===== config.mk =====
export PLATFORM = sky130hd
export DESIGN_NAME = calc_sequencer
export DESIGN_NICKNAME = d
export VERILOG_FILES = /design/src/rtl/calc_sequencer.sv
export SDC_FILE = /design/constraint.sdc
export NUM_CORES = 1
export LEC_CHECK = 0
export ABC_CLOCK_PERIOD_IN_PS = 1750
export BUFFER_PORTS_ARGS = -buffer_cell sky130_fd_sc_hd__buf_4
export CAP_MARGIN = 20
export CORE_MARGIN = 1.5
export CORE_UTILIZATION = 51
export CTS_CLUSTER_DIAMETER = 30
export DETAILED_ROUTE_END_ITERATION = 12
export PLACE_DENSITY = 0.83
export SYNTH_ARGS = -nofsm -noshare
export SYNTH_HDL_FRONTEND = slang
export SYNTH_SLANG_ARGS = --single-unit

===== constraint.sdc =====
create_clock -name clk -period 1.75 [get_ports clk]
set_input_delay 0.175 -clock clk [delete_from_list [all_inputs] [get_ports clk]]
set_output_delay 0.175 -clock clk [all_outputs]
set_load 0.005 [all_outputs]

===== src/rtl/calc_sequencer.sv =====
// Calculator control FSM: keypad strobes -> operand-buffer/ALU control pulses, ALU wait with timeout.
// Latency: every output is registered, one cycle after the sampled strobe; no backpressure, strobes ignored while busy are dropped.
module calc_sequencer #(
  parameter int ALU_TIMEOUT = 16,
  parameter int OPW         = 2
) (
  input  logic           clk,
  input  logic           nrst,
  input  logic           digit_strobe,
  input  logic           op_strobe,
  input  logic [OPW-1:0] op_code,
  input  logic           equals_strobe,
  input  logic           clear_strobe,
  input  logic           alu_done,
  input  logic           alu_overflow,
  output logic           store_digit,
  output logic           enter,
  output logic           load_a,
  output logic           a_src,
  output logic           load_b,
  output logic           alu_start,
  output logic [OPW-1:0] alu_op,
  output logic           result_ready,
  output logic           busy,
  output logic           error,
  output logic [2:0]     state
);

  typedef enum logic [2:0] {
    ENTRY_A  = 3'd0,
    ENTRY_B  = 3'd1,
    LAUNCH   = 3'd2,
    WAIT_ALU = 3'd3,
    SHOW     = 3'd4,
    ERROR    = 3'd5
  } state_t;

  localparam logic [7:0] CNT_LAST = 8'(ALU_TIMEOUT - 1);

  state_t     st;
  logic [7:0] cnt;

  assign state = st;

  always_ff @(posedge clk or negedge nrst) begin
    if (!nrst) begin
      st           <= ENTRY_A;
      cnt          <= 8'd0;
      store_digit  <= 1'b0;
      enter        <= 1'b0;
      load_a       <= 1'b0;
      a_src        <= 1'b0;
      load_b       <= 1'b0;
      alu_start    <= 1'b0;
      alu_op       <= '0;
      result_ready <= 1'b0;
      busy         <= 1'b0;
      error        <= 1'b0;
    end else begin
      store_digit  <= 1'b0;
      enter        <= 1'b0;
      load_a       <= 1'b0;
      load_b       <= 1'b0;
      alu_start    <= 1'b0;
      result_ready <= 1'b0;

      if (clear_strobe) begin
        enter  <= 1'b1;
        st     <= ENTRY_A;
        alu_op <= '0;
        a_src  <= 1'b0;
        error  <= 1'b0;
        busy   <= 1'b0;
        cnt    <= 8'd0;
      end else begin
        case (st)
          ENTRY_A: begin
            // equals outranks op/digit here even though it does nothing
            if (equals_strobe) begin
            end else if (op_strobe) begin
              load_a <= 1'b1;
              a_src  <= 1'b0;
              enter  <= 1'b1;
              alu_op <= op_code;
              st     <= ENTRY_B;
            end else if (digit_strobe) begin
              store_digit <= 1'b1;
            end
          end
          ENTRY_B: begin
            if (equals_strobe) begin
              load_b <= 1'b1;
              busy   <= 1'b1;
              st     <= LAUNCH;
            end else if (op_strobe) begin
              alu_op <= op_code;
            end else if (digit_strobe) begin
              store_digit <= 1'b1;
            end
          end
          LAUNCH: begin
            alu_start <= 1'b1;
            cnt       <= 8'd0;
            st        <= WAIT_ALU;
          end
          WAIT_ALU: begin
            if (alu_done) begin
              result_ready <= 1'b1;
              busy         <= 1'b0;
              if (alu_overflow) begin
                error <= 1'b1;
                st    <= ERROR;
              end else begin
                st <= SHOW;
              end
            end else if (cnt >= CNT_LAST) begin
              error <= 1'b1;
              busy  <= 1'b0;
              st    <= ERROR;
            end else if (cnt != 8'hFF) begin
              cnt <= cnt + 8'd1;
            end
          end
          SHOW: begin
            if (equals_strobe) begin
            end else if (op_strobe) begin
              // chain: previous result becomes operand A
              load_a <= 1'b1;
              a_src  <= 1'b1;
              enter  <= 1'b1;
              alu_op <= op_code;
              st     <= ENTRY_B;
            end else if (digit_strobe) begin
              store_digit <= 1'b1;
              a_src       <= 1'b0;
              st          <= ENTRY_A;
            end
          end
          ERROR: begin
          end
          default: begin
            st <= ENTRY_A;
          end
        endcase
      end
    end
  end

endmodule


; ---- Yosys cells after proc, flatten, opt, wreduce, memory -nomap -nowiden
; Index checks and enable logic that the tools add are counted.
[op_classes]
n_eq_ne = 18
add_sub_neg = 1
reduce_logical = 16
n_lt_le_gt_ge = 1
n_mux = 55
[ops]
columns = op, count
row1 = 2-to-1 mux 1 bit, 34
row2 = 2-to-1 mux 8 bit, 4
row3 = 2-to-1 mux 3 bit, 9
row4 = "inequality test 3 bit, second input constant", 7
row5 = one-hot mux 3 bit (6 select lines), 1
row6 = one-hot mux 8 bit (2 select lines), 1
row7 = nonzero test 3 bit, 4
row8 = AND reduction 3 bit, 3
row9 = "adder 8 x 1 -> 8 bit, second input constant", 1
row10 = ">= comparator 8 x 4 -> 1 bit, second input constant", 1
row11 = 2-to-1 mux 2 bit, 4
row12 = "inequality test 4 bit, second input constant", 2
row13 = "inequality test 8 bit, second input constant", 1
row14 = AND reduction 7 bit, 1
row15 = "== test 3 x 2 -> 1 bit, second input constant", 2
row16 = "== test 3 bit, second input constant", 2
row17 = nonzero test 2 bit, 3
row18 = AND reduction 5 bit, 1
row19 = one-hot mux 1 bit (2 select lines), 2
row20 = AND reduction 4 bit, 1
row21 = "== test 3 x 1 -> 1 bit, second input constant", 1
row22 = zero test 3 bit, 1
row23 = "inequality test 3 x 2 -> 1 bit, second input constant", 1
row24 = OR reduction 3 bit, 1
row25 = 3 further kinds, 3
[totals]
output_inout_bits = 14
input_bits = 10
reg_bits = 22
word_cells = 103

; ---- Longest topological paths before layout
; Gate-level depths: netlist of the first run.
[depth]
depth_word = 6
depth_mapped = 6
depth_no_buf = 5

; ---- Worst setup path before layout of the first run
; OpenSTA, ideal clock, no wires.
[synth_timing]
path_type = reg-to-reg
startpoint = register st[1], in the netlist state[1]
endpoint = register cnt[1]
stages_incl_launch_ff = 7
period_less_slack_ns = 1.591
path_slack_ns = 0.159
arrival_time_ns = 1.464
t_required_ns = 1.622
setup_time_ns = 0.128
path_buffers = 2
path_cell_list = dfrtp_1 buf_2 nor2b_1 buf_2 a21o_1 a41oi_1 mux2_1
[synth_between]
elab_chain_len = 3
word_cells_on_any_way = 9
classes_between = eq/ne (5) / mux (2) / reduce/logical (2)
[synth_rtl]
columns = element, line_no
row1 = start: declaration, 40  ; state_t st;
row2 = start signal: assignment, 47  ; st <= ENTRY_A;
row3 = start signal: assignment, 69  ; st <= ENTRY_A;
row4 = start signal: assignment, 85  ; st <= ENTRY_B;
row5 = == test 3 x 2 -> 1 bit, 76  ; case (st)
row6 = "inequality test 3 bit (no line), or another cell as far along", --
row7 = AND reduction 4 bit (no line) / 2-to-1 mux 8 bit (equally long branches), --
row8 = end signal: assignment, 121  ; cnt <= cnt + 8'd1;
row9 = end: declaration, 41  ; logic [7:0] cnt;
; Several ways; a longest one is shown, not always the timed one.
; A chain may end at the register's enable or synchronous reset.

; ---- Worst setup path in the final report of the first run
[layout_timing]
startpoint = register cnt[0]
endpoint = register cnt[3]
[layout_between]
elab_chain_len = 6
word_cells_on_any_way = 11
classes_between = add/sub (1) / order compare (1) / eq/ne (3) / mux (5) / reduce/logical (1)
[layout_rtl]
columns = element, line_no
row1 = adder 8 x 1 -> 8 bit, 121
row2 = 2-to-1 mux 8 bit, 120  ; end else if (cnt != 8'hFF) begin
row3 = 2-to-1 mux 8 bit, 116  ; end else if (cnt >= CNT_LAST) begin
row4 = 2-to-1 mux 8 bit, 107  ; if (alu_done) begin
row5 = one-hot mux 8 bit (2 select lines), 76
row6 = 2-to-1 mux 8 bit, 67  ; if (clear_strobe) begin
; Several ways; a longest one is shown, not always the timed one. The select of a mux whose other input is x is not followed.

==> flow_summary_export.csv, run 1 <==
group,metric,value,unit
synthesis,synth_compound_area_share,14.66,%
synthesis,synth_largest_area_cell,"dfrtp_1",
final_layout,multiInputGateArea,457.9,sq um
sta,max_freq,596.0,MHz
sta,period_share,95.87,%
route,avgRoutedWirePerCell,15.18,microns
synthesis,synth_simple_gate_area_share,26.70,%
hold_path,min_from,"equals_strobe",
die,fp.coreArea,0.001942,sq mm
final_layout,fin_nets,140,
sta,fin_setup_tns,0,ns
synthesis,syn_area,0.001050,sq mm
sta,drv_slew,0,
hold_path,worstHoldPathType,"in2reg",
grt,grt_use_total,22.30,%
synthesis,synth_cell_types,37,
clocking,cts_buffers,3,
placed_design,gp_congestion,0.7781,
sta,finalSetupViolations,0,
synthesis,synthAdderAreaFrac,1.192,%
setup_path,crit_fanout,9,
synthesis,synth.top_cell.area_share,52.44,%
placed_design,place_hpwl,1.655,mm
pwr,peakVddDrop,0.5763,mV
route,drcViolationCount,0,
setup_path,cp.required,2.00,ns
pwr,power_density,851.4,mW/mm^2
route,vias,885,
synthesis,synth_top_family_by_area,"simple AND/OR/NAND/NOR gates",
setup_path,max_stage_delay,0.53,ns
synthesis,syn_avg_cell_area,10.29,sq um
setup_path,crit_start,"cnt[0]",
setup_path,crit_arrival,1.93,ns
final_layout,regMostFlops,"cnt",
die,start_util,54.06,%
grt,grt_pass1_vias,881,
sta,min_period,1.678,ns
synthesis,synthMuxAreaShare,1.073,%
final_layout,diodes,0,
synthesis,synth-async-reset-ratio,100.0,%
pwr,p_leak,0.6506,nW
final_layout,fill_cells,158,
die,die_h,48.37,microns
clocking,root_buffer,"clkbuf_4",
synthesis,synth-edff-count,0,
placed_design,post_dp_cell_area,0.001252,sq mm
clocking,htreeDepth,1,
sta,tightestPinTransition,0.3516,ns
setup_path,start_kind,"flip-flop",
synthesis,synth_ff_type,"dfrtp_1",
outcome,status,"completed",
route,firstDrtPassIters,4,
synthesis,synth-xor-area-share,0,%
final_layout,mostFrequentLayoutCells,"buf_4, dfrtp_1, a21oi_1",
synthesis,seq_area_frac_synth,52.44,%
setup_path,cpLargestDelayFamily,"simple AND/OR/NAND/NOR gates",
route,ant_nets,0,
flow_run,cap_viol_max_count,0,
setup_path,cp.buffers_inverters,0,
synthesis,ys_seq_elements,22,
synthesis,syn_nets,113,
sta,fin_skew,0.01398,ns
setup_path,end_kind,"flip-flop",
grt,grt_pass1_wl,4.022,mm
grt,grt_max_degree,23,
sta,slew_headroom,76.34,%
clocking,cts.reportedPaths.clkPinSlew,0.14,ns
synthesis,yosysWarnings,0,
die,rows,16,
die,io-pin-count,24,
final_layout,final_common_cell,"buf_4",
clocking,clock-sinks,22,
synthesis,synth_top_cells_by_area,"dfrtp_1, a21oi_1, nand3_1",
clocking,cts_tree,"done",
final_layout,drive_above_1_share,28.13,%
synthesis,syn_inst,102,
placed_design,numPortBuffers,23,
final_layout,seq_area,550.5,sq um
sta,rsz0062_at_grt,"no",
route,dr.first_iter.drc_count,10,
clocking,worstSkewPairLatency,0.32,ns
clocking,cts_max_path_buffers,2,
setup_path,worstPathCellList,"ha_1 -> nand3_1 -> nand3_4 -> or4b_1 -> a31oi_1",
pwr,finalPower,1.126,mW
sta,final_hold_viol_count,0,
final_layout,largest_reg_flops,8,
route,vias_per_cell,5.710,
setup_path,critPathSlowestCell,"or4b_1",
die,die_area,0.002340,sq mm
grt,overflow,0,
setup_path,r2r-start,"cnt[0]",
grt,antenna_found_initial,0,
die,dieWidth,48.37,microns
final_layout,fin_area,0.001323,sq mm
route,totalWireLength,2.353,mm
final_layout,syn2layout_area_growth,25.98,%
setup_path,worstSetupPathType,"reg2reg",
## timing repair
| action | in CTS | in global routing |
|---|---|---|
| endpoints found under the setup margin | 0 | 1 |
| hold buffers | 1 | 0 |
| buffers inserted | 0 | 1 |
| hold endpoints to repair | 22 | 0 |
| gates resized for setup | 0 | 0 |
## cells by family after synthesis
logic type,count (synthesis)
buf+inv,10
flops,22
mux,1
compound gates,23
simple gates,45
fa+ha+maj,1
## layer usage
| metal | share of wire (%) | track usage, % |
|---|---|---|
| met5 | 0 | 0 |
| met4 | 3.6 | 11.90 |
| met3 | 4.1 | 2.778 |
| met2 | 47 | 36.34 |
| met1 | 45 | 29.31 |
## cells in the mapped netlist, drive strengths merged (2+ instances only)
cell and number:
a21o 2, a21oi 9, a31oi 3, and2 4
and3 4, buf 3, clkbuf 3, dfrtp 22
inv 4, nand2 5, nand2b 3, nand3 6
nand3b 2, nor2 6, nor2b 4, nor3 4
nor4 2
## where the power goes
group | internal [mW] | switching (mW)
registers | 0.527 | 0.0176
clock network | 0.232 | 0.163
logic | 0.0828 | 0.103
total | 0.842 | 0.284
## per-stage QoR
stage	instances	setup WS (ns)	hold slack (ns)	util, %
after global routing	155	0.008363	0.04696	68.11
after floorplan	102	0.1586	-0.1206	-
final	155	0.07226	0.06725	68.11
after CTS	154	0.06164	0.05782	67.72
after detailed placement	149	0.09117	0.07862	64.50
after global placement	149	0.1632	0.07562	64.50
## cell type report
class / count / area share, %
Timing Repair Buffer: 28 / 16.08
Tap cell: 27 / 2.554
Clock buffer: 3 / 1.703
Inverter: 4 / 1.135
Multi-Input combinational cell: 70 / 34.63
Sequential cell: 22 / 41.63
Clock inverter: 1 / 2.271
## worst paths after layout
kind | end | slack [ns] | cells after the start
setup / recovery | cnt[3] | 0.07 | 5
hold / removal | load_a | 0.07 | 2
setup reg to reg | cnt[3] | 0.07 | 5
hold reg to reg | cnt[5] | 0.50 | 1
max in group asynchronous | enter | 1.24 | 2
min in group asynchronous | result_ready | 0.28 | 2
Power figures use the tool's default switching activity.
==> inputs of run 2 (changes only) <==
PLACE_DENSITY = not set   (was 0.83)
PLACE_DENSITY_LB_ADDON = 0.3   (was not set)
==> run 2 against run 1 <==
- maximum frequency down 2.1%
- via count up 2.3%
- global-route usage down 0.24 points
- core utilization up 1.2 points
- sequential share of layout area down 0.70 points
- worst hold slack better by 0.0084 ns
- total power down 0.27%
==> flow_summary_export.csv, run 2 (synthesis gave the netlist of run 1 again) <==
group,metric,value,unit
hold_path,worstHoldPathType,"in2reg",
die,die_area,0.002340,sq mm
flow_run,cap_viol_max_count,0,
grt,overflow,0,
placed_design,post_dp_cell_area,0.001260,sq mm
route,avgRoutedWirePerCell,14.83,microns
final_layout,final_common_cell,"buf_4",
route,route.met2.wl,1.178,mm
clocking,root_buffer,"clkbuf_4",
setup_path,end_kind,"flip-flop",
route,dr.first_iter.drc_count,32,
die,rows,16,
sta,holdWs,0.07561,ns
pwr,peakVddDrop,0.5791,mV
final_layout,fill_cells,147,
final_layout,drive_above_1_share,29.77,%
sta,tightestPinTransition,0.4542,ns
sta,min_period,1.713,ns
sta,period_share,97.89,%
final_layout,largest_reg_flops,8,
final_layout,syn2layout_area_growth,28.13,%
clocking,clock-sinks,22,
placed_design,numPortBuffers,23,
setup_path,crit_arrival,1.94,ns
grt,grt_max_degree,23,
route,drcViolationCount,0,
route,wl_met1,1.002,mm
final_layout,fin_area,0.001345,sq mm
grt,grt_pass1_vias,846,
route,totalWireLength,2.343,mm
die,fp.coreArea,0.001942,sq mm
sta,finalSetupViolations,0,
sta,fin_setup_tns,0,ns
setup_path,crit_fanout,5,
setup_path,cp.required,1.98,ns
route,wl_met3,75,microns
final_layout,final_core_util,69.27,%
sta,max_freq,583.8,MHz
route,top_layer,"met4",
final_layout,regMostFlops,"cnt",
clocking,cts_buffers,3,
outcome,status,"completed",
final_layout,seq_area,550.5,sq um
clocking,worstSkewPairLatency,0.31,ns
route,firstDrtPassIters,4,
placed_design,place_hpwl,1.565,mm
die,dieWidth,48.37,microns
sta,fin_skew,0.0006197,ns
final_layout,mostFrequentLayoutCells,"buf_4, dfrtp_1, a21oi_1",
die,start_util,54.06,%
route,vias_per_cell,5.728,
setup_path,start_kind,"flip-flop",
pwr,power_density,834.9,mW/mm^2
clocking,cts_tree,"done",
grt,grt_pass1_wl,3.877,mm
final_layout,diodes,0,
sta,slew_headroom,69.66,%
route,vias,905,
setup_path,worstSetupPathType,"reg2reg",
clocking,cts.reportedPaths.clkPinSlew,0.12,ns
final_layout,fin_nets,143,
die,die_h,48.37,microns
grt,grt_use_total,22.06,%
final_layout,multiInputGateArea,457.9,sq um
pwr,p_leak,0.6649,nW
clocking,htreeDepth,1,
grt,antenna_found_initial,0,
clocking,cts_max_path_buffers,2,
placed_design,gp_congestion,0.7897,
sta,drv_slew,0,
route,ant_nets,0,
die,io-pin-count,24,
sta,final_hold_viol_count,0,
[run 2: critical path: stages, from the launching register on]
cell	delay [ns]
dfrtp_1	0.44
ha_1	0.23
nand3_1	0.15
nand3_4	0.10
or4b_1	0.54
a31oi_1	0.18
[run 2: metrics by stage]
stage          power, mW  std cells  setup WS (ns)
2_1_floorplan     0.6474        102         0.1586
5_1_grt            1.190        158       -0.05685
6_report           1.123        158        0.03696
3_5_place_dp      0.7368        150        0.07538
3_3_place_gp      0.7310        150         0.1635
4_1_cts            1.119        155        0.05488
[run 2: path summary, 6_finish.rpt]
check | from | end | slack, ns | cells past startpoint
worst max register to register | cnt[0] | cnt[3] | 0.04 | 5
worst min register to register | cnt[5] | cnt[5] | 0.51 | 1
worst max-delay path | cnt[0] | cnt[3] | 0.04 | 5
worst min-delay path | equals_strobe | load_a | 0.08 | 2
max in group asynchronous | nrst | enter | 1.25 | 2
min in group asynchronous | nrst | result_ready | 0.28 | 2
[run 2: final cells by class]
type	instances	share of cell area (%)
tap	27	2.512
clock inverter	1	2.233
sequential	22	40.93
multi-input combinational	70	34.05
inverter	4	1.116
timing repair buffer	31	17.49
clock buffer	3	1.674
[run 2: power breakdown]
group	leakage [nW]	internal, mW	switching (mW)
Combinational	0.335	0.0896	0.111
Sequential	0.302	0.527	0.00822
Clock	0.0279	0.231	0.155
[run 2: what timing repair did]
item,in CTS,in global routing
endpoints found under the hold margin,22,0
endpoints found under the setup margin,0,1
resized for setup,0,0
setup buffers,0,3
hold buffers,1,0
[run 2: routing by layer]
layer  global-route usage, %  vias to the layer above
li1                        -                      432
met3                   2.160                       10
met2                   35.88                       26
met1                   29.65                      437
met5                       0                        -
met4                   11.43                        0
==> inputs of run 3 (changes only) <==
--- a/config.mk
+++ b/config.mk
@@ -13,5 +13,5 @@
 export CTS_CLUSTER_DIAMETER = 30
 export DETAILED_ROUTE_END_ITERATION = 12
-export PLACE_DENSITY_LB_ADDON = 0.3
+export PLACE_DENSITY = 0.85
 export SYNTH_ARGS = -nofsm -noshare
 export SYNTH_HDL_FRONTEND = slang
==> constraint.sdc (replaced) <==
create_clock -name clk -period 1.75 [get_ports clk]
set_input_delay 0.175 -clock clk [delete_from_list [all_inputs] [get_ports clk]]
set_output_delay 0.175 -clock clk [all_outputs]
set_load 0.1 [all_outputs]
==> run 3 against run 2 <==
- register-to-register slack improved by 0.08 ns
- flip-flop and latch count did not move
- first-iteration DRC count rose by 19%
- highest routed layer unchanged
- setup slack improved by 0.080 ns
- via count rose by 0.22%
- clock power fell by 27%
- critical path depth did not move
- critical path type unchanged
==> flow_summary_export.csv, run 3 (synthesis gave the netlist of run 1 again) <==
group,metric,value,unit
pwr,power_density,876.0,mW/mm^2
clocking,cts.reportedPaths.clkPinSlew,0.13,ns
sta,period_share,93.33,%
sta,min_period,1.633,ns
final_layout,fin_area,0.001325,sq mm
clocking,cts_tree,"done",
clocking,clock-sinks,22,
route,ant_nets,0,
setup_path,worstSetupPathType,"reg2reg",
grt,grt_max_degree,23,
placed_design,numPortBuffers,23,
setup_path,cp.required,1.99,ns
clocking,htreeDepth,1,
grt,overflow,0,
placed_design,post_dp_cell_area,0.001269,sq mm
sta,tightestPinTransition,0.3992,ns
grt,grtUsageMet3,2.778,%
outcome,status,"completed",
grt,grt.met1_usage,28.31,%
grt,grt_pass1_wl,3.801,mm
die,dieWidth,48.37,microns
route,firstDrtPassIters,4,
clocking,cts_buffers,3,
final_layout,final_core_util,68.23,%
setup_path,end_kind,"flip-flop",
final_layout,mostFrequentLayoutCells,"buf_4, dfrtp_1, a21oi_1",
final_layout,fin_nets,140,
sta,slew_headroom,73.29,%
grt,grt_use_total,20.91,%
route,totalWireLength,2.351,mm
sta,fin_skew,0.01254,ns
setup_path,crit_fanout,3,
final_layout,largest_reg_flops,8,
sta,rsz0062_at_grt,"no",
clocking,cts_max_path_buffers,2,
flow_run,cap_viol_max_count,0,
setup_path,start_kind,"flip-flop",
pwr,finalPower,1.161,mW
setup_path,crit_arrival,1.88,ns
sta,drv_slew,0,
die,fp.coreArea,0.001942,sq mm
route,dr.first_iter.drc_count,38,
placed_design,place_hpwl,1.669,mm
grt,use_met2,33.56,%
sta,holdWs,0.06915,ns
clocking,worstSkewPairLatency,0.31,ns
clocking,root_buffer,"clkbuf_4",
sta,finalSetupViolations,0,
route,vias_per_cell,5.852,
final_layout,multiInputGateArea,467.9,sq um
final_layout,fill_cells,156,
sta,max_freq,612.3,MHz
die,rows,16,
die,start_util,54.06,%
final_layout,drive_above_1_share,32.03,%
route,vias,907,
grt,grt_pass1_vias,841,
die,die_area,0.002340,sq mm
route,drcViolationCount,0,
final_layout,syn2layout_area_growth,26.22,%
pwr,p_leak,0.6384,nW
sta,final_hold_viol_count,0,
placed_design,gp_congestion,0.8264,
pwr,peakVddDrop,0.5123,mV
die,io-pin-count,24,
grt,antenna_found_initial,0,
final_layout,seq_area,559.3,sq um
grt,top_usage_layer,"met2",
hold_path,worstHoldPathType,"in2reg",
die,die_h,48.37,microns
route,avgRoutedWirePerCell,15.17,microns
final_layout,regMostFlops,"cnt",
final_layout,diodes,0,
final_layout,final_common_cell,"buf_4",
## run 3: cell types whose count changed in the layout (fill, tap and decap cells not counted), sizes merged
cell	change
bufinv	-1
buf	-3
clkbuf	+1
## run 3: routing by layer
| metal | share of wire (%) | wire (microns) |
|---|---|---|
| met1 | 43 | 1001 |
| met2 | 50 | 1179 |
| met5 | 0 | 0 |
| met3 | 6.1 | 144 |
| met4 | 1.1 | 25 |
## run 3: area by class of cell
cell class                      instances  area share, %
Tap cell                               27          2.550
Inverter                                4          1.133
Sequential cell                        22          42.21
Multi-Input combinational cell         70          35.32
Timing Repair Buffer                   28          16.05
Clock buffer                            4          2.738
## run 3: critical path, cell delays in order (launching register included)
cell and delay (ns):
dfrtp_1 0.42, ha_1 0.21, nand3_1 0.16, nand3_4 0.08
or4b_1 0.52, a31oi_1 0.16
## run 3: where the power goes
| group | leakage [nW] | internal, mW | switching, mW |
|---|---|---|---|
| logic | 0.321 | 0.0878 | 0.253 |
| registers | 0.296 | 0.530 | 0.00857 |
| clock network | 0.0210 | 0.127 | 0.155 |
## run 3: metrics by stage
step	worst slack, ns	TNS [ns]	instances
finish	0.1168	0	155
global route	0.04307	0	155
CTS	0.002136	0	154
detailed placement	0.03772	0	149
global placement	0.1208	0	149
floorplan	-0.06422	-0.06422	102
## run 3: worst paths after layout
path | slack, ns | start | endpoint | cells after the start
max | 0.12 | cnt[1] | cnt[3] | 5
min | 0.07 | equals_strobe | load_a | 2
max reg2reg | 0.12 | cnt[1] | cnt[3] | 5
min reg2reg | 0.52 | cnt[5] | cnt[5] | 1
max in group asynchronous | 1.22 | nrst | state[1] | 2
min in group asynchronous | 0.27 | nrst | cnt[5] | 2
## run 3: repair_timing
action	in CTS	in global routing
gates resized for setup	0	1
buffers inserted	0	1
setup endpoints to repair	0	2
hold endpoints to repair	22	0
hold buffers	1	0
